--- src/rtl/lbist_sequencer.sv ---
// ----------------------------------------------------------------------------
// lbist_sequencer
//   Logic-BIST run sequencer. One request on bist_start produces a fixed,
//   cycle-exact schedule:
//     SEED (1) -> { SHIFT (CHAIN_LEN) -> CAPTURE (1) } x N_PATTERNS
//              -> UNLOAD (CHAIN_LEN) -> COMPARE (1) -> DONE
//   The final MISR signature is compared against GOLDEN in COMPARE and
//   the result is held on pass_fail until the next run is seeded.
//
// Ports
//   CLK          system clock, rising edge
//   RST          asynchronous, active-high reset
//   bist_start   level run request, sampled only in IDLE and DONE
//   sig_in       current MISR signature
//   seed_load    one-cycle pulse, LFSRs load their seed
//   misr_clr     one-cycle pulse, MISR clears to 0
//   misr_en      MISR compacts this cycle
//   scan_en      1 = shift, 0 = functional/capture (also LFSR input mux select)
//   bist_running high from SEED through COMPARE inclusive
//   bist_end     high while in DONE
//   pass_fail    1 = signature matched GOLDEN, valid while bist_end = 1
//   pattern_cnt  patterns captured so far in the current run
// ----------------------------------------------------------------------------
module lbist_sequencer #(
   parameter int               CHAIN_LEN  = 21,
   parameter int               N_PATTERNS = 85,
   parameter int               SIG_W      = 21,
   parameter logic [SIG_W-1:0] GOLDEN     = {SIG_W{1'b0}},
   parameter int               CNT_W      = 8
) (
   input  logic             CLK,
   input  logic             RST,
   input  logic             bist_start,
   input  logic [SIG_W-1:0] sig_in,
   output logic             seed_load,
   output logic             misr_clr,
   output logic             misr_en,
   output logic             scan_en,
   output logic             bist_running,
   output logic             bist_end,
   output logic             pass_fail,
   output logic [CNT_W-1:0] pattern_cnt
);

   // Both counters must reach their terminal values without wrapping:
   // the shift counter tops out at CHAIN_LEN-1, pattern_cnt at N_PATTERNS.
   if (CHAIN_LEN < 1 || N_PATTERNS < 1 ||
       CHAIN_LEN >= (2 ** CNT_W) || N_PATTERNS >= (2 ** CNT_W)) begin : g_bad_params
      $error("lbist_sequencer: CHAIN_LEN/N_PATTERNS must be >= 1 and fit in CNT_W bits");
   end

   localparam logic [2:0] S_IDLE    = 3'd0;
   localparam logic [2:0] S_SEED    = 3'd1;
   localparam logic [2:0] S_SHIFT   = 3'd2;
   localparam logic [2:0] S_CAPTURE = 3'd3;
   localparam logic [2:0] S_UNLOAD  = 3'd4;
   localparam logic [2:0] S_COMPARE = 3'd5;
   localparam logic [2:0] S_DONE    = 3'd6;

   localparam logic [CNT_W-1:0] CNT_ZERO   = {CNT_W{1'b0}};
   localparam logic [CNT_W-1:0] CNT_ONE    = CNT_W'(1);
   localparam logic [CNT_W-1:0] LAST_SHIFT = CNT_W'(CHAIN_LEN - 1);
   localparam logic [CNT_W-1:0] LAST_PAT   = CNT_W'(N_PATTERNS - 1);

   logic [2:0]       state_q,       state_d;
   logic [CNT_W-1:0] shift_cnt_q,   shift_cnt_d;
   logic [CNT_W-1:0] pattern_cnt_q, pattern_cnt_d;
   logic             pass_fail_q,   pass_fail_d;

   logic seed_load_q,    seed_load_d;
   logic misr_clr_q,     misr_clr_d;
   logic misr_en_q,      misr_en_d;
   logic scan_en_q,      scan_en_d;
   logic bist_running_q, bist_running_d;
   logic bist_end_q,     bist_end_d;

   // Next-state and counter/result update logic.
   always_comb begin
      state_d       = state_q;
      shift_cnt_d   = shift_cnt_q;
      pattern_cnt_d = pattern_cnt_q;
      pass_fail_d   = pass_fail_q;
      case (state_q)
         S_IDLE: begin
            if (bist_start) begin
               // Clear on entry so SEED already shows a fresh pattern_cnt/pass_fail.
               state_d       = S_SEED;
               shift_cnt_d   = CNT_ZERO;
               pattern_cnt_d = CNT_ZERO;
               pass_fail_d   = 1'b0;
            end else begin
               state_d = S_IDLE;
            end
         end
         S_SEED: begin
            state_d       = S_SHIFT;
            shift_cnt_d   = CNT_ZERO;
            pattern_cnt_d = CNT_ZERO;
            pass_fail_d   = 1'b0;
         end
         S_SHIFT, S_UNLOAD: begin
            // Terminal count also works for CHAIN_LEN = 1 (LAST_SHIFT = 0).
            if (shift_cnt_q == LAST_SHIFT) begin
               shift_cnt_d = CNT_ZERO;
               if (state_q == S_SHIFT) begin
                  state_d = S_CAPTURE;
               end else begin
                  state_d = S_COMPARE;
               end
            end else begin
               shift_cnt_d = shift_cnt_q + CNT_ONE;
            end
         end
         S_CAPTURE: begin
            pattern_cnt_d = pattern_cnt_q + CNT_ONE;
            if (pattern_cnt_q == LAST_PAT) begin
               state_d = S_UNLOAD;
            end else begin
               state_d = S_SHIFT;
            end
         end
         S_COMPARE: begin
            pass_fail_d = (sig_in == GOLDEN);
            state_d     = S_DONE;
         end
         S_DONE: begin
            // Leaving DONE needs bist_start low, so a held request never restarts.
            if (!bist_start) begin
               state_d = S_IDLE;
            end else begin
               state_d = S_DONE;
            end
         end
         default: begin
            state_d       = S_IDLE;
            shift_cnt_d   = CNT_ZERO;
            pattern_cnt_d = CNT_ZERO;
            pass_fail_d   = 1'b0;
         end
      endcase
   end

   // Strobe decode from the next state so every strobe leaves a flop.
   always_comb begin
      seed_load_d    = 1'b0;
      misr_clr_d     = 1'b0;
      misr_en_d      = 1'b0;
      scan_en_d      = 1'b0;
      bist_running_d = 1'b0;
      bist_end_d     = 1'b0;
      case (state_d)
         S_IDLE: begin
            bist_running_d = 1'b0;
         end
         S_SEED: begin
            seed_load_d    = 1'b1;
            misr_clr_d     = 1'b1;
            bist_running_d = 1'b1;
         end
         S_SHIFT, S_UNLOAD: begin
            scan_en_d      = 1'b1;
            misr_en_d      = 1'b1;
            bist_running_d = 1'b1;
         end
         S_CAPTURE: begin
            misr_en_d      = 1'b1;
            bist_running_d = 1'b1;
         end
         S_COMPARE: begin
            bist_running_d = 1'b1;
         end
         S_DONE: begin
            bist_end_d = 1'b1;
         end
         default: begin
            bist_running_d = 1'b0;
         end
      endcase
   end

   // State, counters, result and registered strobes.
   always_ff @(posedge CLK or posedge RST) begin
      if (RST) begin
         state_q        <= S_IDLE;
         shift_cnt_q    <= CNT_ZERO;
         pattern_cnt_q  <= CNT_ZERO;
         pass_fail_q    <= 1'b0;
         seed_load_q    <= 1'b0;
         misr_clr_q     <= 1'b0;
         misr_en_q      <= 1'b0;
         scan_en_q      <= 1'b0;
         bist_running_q <= 1'b0;
         bist_end_q     <= 1'b0;
      end else begin
         state_q        <= state_d;
         shift_cnt_q    <= shift_cnt_d;
         pattern_cnt_q  <= pattern_cnt_d;
         pass_fail_q    <= pass_fail_d;
         seed_load_q    <= seed_load_d;
         misr_clr_q     <= misr_clr_d;
         misr_en_q      <= misr_en_d;
         scan_en_q      <= scan_en_d;
         bist_running_q <= bist_running_d;
         bist_end_q     <= bist_end_d;
      end
   end

   assign seed_load    = seed_load_q;
   assign misr_clr     = misr_clr_q;
   assign misr_en      = misr_en_q;
   assign scan_en      = scan_en_q;
   assign bist_running = bist_running_q;
   assign bist_end     = bist_end_q;
   assign pass_fail    = pass_fail_q;
   assign pattern_cnt  = pattern_cnt_q;

endmodule

--- config.mk ---
export PLATFORM = sky130hd
export DESIGN_NAME = lbist_sequencer
export DESIGN_NICKNAME = d
export VERILOG_FILES = /design/src/rtl/lbist_sequencer.sv
export SDC_FILE = /design/constraint.sdc
export NUM_CORES = 1
export LEC_CHECK = 0
export CORE_ASPECT_RATIO = 0.9
export CORE_MARGIN = 2
export CORE_UTILIZATION = 47
export CTS_CLUSTER_SIZE = 20
export DETAILED_ROUTE_END_ITERATION = 10
export GPL_TIMING_DRIVEN = 0
export PLACE_DENSITY = 0.78
export SLEW_MARGIN = 25
export SYNTH_ARGS = -nofsm -noshare
export SYNTH_HDL_FRONTEND = slang
export SYNTH_SLANG_ARGS = --single-unit
--- constraint.sdc ---
create_clock -name CLK -period 2.2 [get_ports CLK]
set_clock_uncertainty 0.1 [all_clocks]
set_input_delay 0.22 -clock CLK [delete_from_list [all_inputs] [get_ports CLK]]
set_output_delay 0.22 -clock CLK [all_outputs]
set_load 0.02 [all_outputs]
==> flow_summary.toml <==
[run_status]
status = "finished, final reports clean"

[timing]
period_needed_ns = 1.79
relSlewSlack_pct = 42.5
setup_viol = 0
period_share_pct = 81.4
fmax_mhz = 559
finalHoldViolCount = 0
slew_viol_final = 0
worst_pin_slew_ns = 0.857
finalSetupTns_ns = 0
rsz0062_at_grt = "false"

[clocking]
cts.clk_slew.worst_paths_ns = 0.14
cts.sinks = 25
holdBufCountCts = 0
cts_tree = "done"
cts-root-buf = "clkbuf_4"
cts_max_level = 1
clk_latency_ns = 0.32
clk_path_buf_depth = 2
post_cts_buffers = 0
cts_resized = 0
cts_buffers = 3

[critical_path]
worstPathCellList = "inv_1 -> ha_1 -> nor4b_2 -> a211o_1 -> nor3_1 -> a211o_1"
reg2reg_setup_slack_ns = 0.41
path_delay_family = "compound AO/OA/AOI/OAI gates"
crit_slowest_cell = "dfrtp_1"
worstReg2RegStart = "shift_cnt_q[1]"
startpoint_type = "register"
worstPathRequired_ns = 2.32
end_kind = "register"
slowest_delay_ns = 0.44
reg2reg_depth = 6
path_buf_inv = 1
r2r_end = "shift_cnt_q[7]"
cp.arrival_ns = 1.91
path_max_fanout = 5
crit_type = "reg2reg"
path_common_cell = "a211o_1"
path_depth = 6

[placement]
port_buffers = 38
place_congestion = 0.870
dp_hpwl_um = 2300

[route]
routed_wl_um = 3020
num_vias = 1292
wl_per_cell_um = 13.1
vias_per_cell = 5.59
drt_iter0_markers = 76
drtPass1Iterations = 4
postRouteAntennaNets = 0
remaining_drc_errors = 0

[die]
chipWidth_um = 62.0
die_h_um = 56.2
ios = 39
core_area_um2 = 2820
row_count = 18
initial_core_util_pct = 50.6
die-area_um2 = 3490

[layout]
area_growth_pct = 32.1
num_antenna_cells = 0
drive_above_1_share_pct = 6.81
nets = 220

[power]
p_per_area_nw_per_um2 = 773
ir_worst_vdd_mv = 0.382
p_leak_nw = 0.810
total_power_mw = 1.45

[synthesis]
synthCells = 149
synthTopCellsByArea = "dfrtp_1 (44%), ha_1 (3.5%), nor2_1 (3.4%), xor2_1 (3.1%), nor4_1 (2.6%)"
yosys.area.top_type = "dfrtp_1"
ys_ff_latch = 25
ys_types = 44
yosys_warnings = 0
ys_seq_area_share_pct = 43.9
syn-cell-area_um2 = 1420
syn-num-nets = 177
syn_area_per_cell_um2 = 9.56
yosysTopAreaCellShare_pct = 43.9

[global_route]
grt_overflow_total = 0
grt_max_degree = 26
antenna_found_initial = 0
grt_pass1_wl_um = 4970
grt_pass1_vias = 1185
grt_use_total_pct = 18.3

[job]
cap_violations = 0

[hold_path]
min_path_type = "in2async"
cell families (layout without fill, tap and decap cells):
kind of cell    count (synthesis)  in the layout  share of synthesized area [%]
compound gates                 33             33                           16.3
xor+xnor                        8              8                           4.92
fa+ha+maj                       4              4                           3.52
buf+inv                        13             55                           4.22
flops                          25             25                           43.9
mux                             3              3                           2.20
simple gates                   63             63                           24.9
sequential cells by signal, indices dropped and copies added (netlist names):
name	flops
bist_end	1
bist_running	1
misr_clr	1
misr_en	1
pass_fail	1
pattern_cnt	8
scan_en	1
shift_cnt_q	8
state_q	3
through the flow:
step	setup WS (ns)	instances	cell area (um^2)	utilization, %	hold slack [ns]
after floorplan	0.585	149	1420	-	0.147
after global placement	0.307	227	1850	65.9	0.369
after detailed placement	0.222	227	1850	65.9	0.375
after CTS	0.404	231	1880	66.8	0.328
after global routing	0.295	231	1880	66.8	0.242
final	0.410	231	1880	66.8	0.158
area by class of cell:
type / instances / area (um^2)
clock buffers: 4 / 26.3
repair buffers: 38 / 380
multi-input cells: 111 / 738
flip-flops and latches: 25 / 626
fillers: 238 / 935
well taps: 40 / 50.0
inverters: 7 / 26.3
plain buffers: 6 / 33.8
placed cells by master (no fill, tap or decap), types with 5 or more instances in the layout:
cell type,count
a21oi_1,6
clkdlybuf4s50_1,38
dfrtp_1,25
inv_1,6
nand2_1,8
nand2b_1,5
nand3_1,5
nor2_1,13
nor4_1,6
o21ai_0,7
xor2_1,5
worst max-delay path by stage:
stage	endpoint	slack (ns)	startpoint
detailed placement	pattern_cnt[7]	0.22	bist_start
finish	shift_cnt_q[7]	0.41	shift_cnt_q[1]
CTS	shift_cnt_q[7]	0.40	shift_cnt_q[1]
global route	shift_cnt_q[5]	0.30	shift_cnt_q[1]
global placement	pattern_cnt[5]	0.31	bist_start
floorplan	shift_cnt_q[5]	0.58	shift_cnt_q[0]
cells in the mapped netlist:
master	count
a211o_1	3
a211oi_2	1
a21o_1	2
a21oi_1	6
a22o_1	2
a31oi_1	1
a32o_1	1
and2_1	4
and2b_1	1
and3_1	2
and3b_1	1
and4_1	2
buf_2	3
buf_4	2
clkbuf_1	1
dfrtp_1	25
ha_1	4
inv_1	7
mux2_2	1
mux2i_1	2
nand2_1	8
nand2b_1	5
nand3_1	5
nand3b_1	1
nand4_1	3
nand4bb_1	1
nor2_1	13
nor2_2	1
nor2b_1	2
nor3_1	4
nor4_1	6
nor4b_2	1
o2111ai_1	3
o211ai_1	2
o21a_1	1
o21ai_0	7
o22ai_1	1
o31a_1	1
o31ai_1	1
o32ai_1	1
or2_2	1
or3_1	2
xnor2_1	3
xor2_1	5
metal layers:
| layer | global-route usage [%] | up-vias | part of all wire [%] |
|---|---|---|---|
| li1 | - | 630 | - |
| met1 | 25.3 | 603 | 46 |
| met2 | 28.7 | 54 | 46 |
| met3 | 3.72 | 5 | 6.7 |
| met4 | 4.56 | 0 | 1.4 |
| met5 | 0 | - | 0 |
where the power goes:
group | switching, mW | internal, mW | total [mW]
logic | 0.312 | 0.297 | 0.609
registers | 0.0897 | 0.547 | 0.637
clock network | 0.137 | 0.0710 | 0.209
total | 0.540 | 0.915 | 1.45
Power figures use the tool's default switching activity.
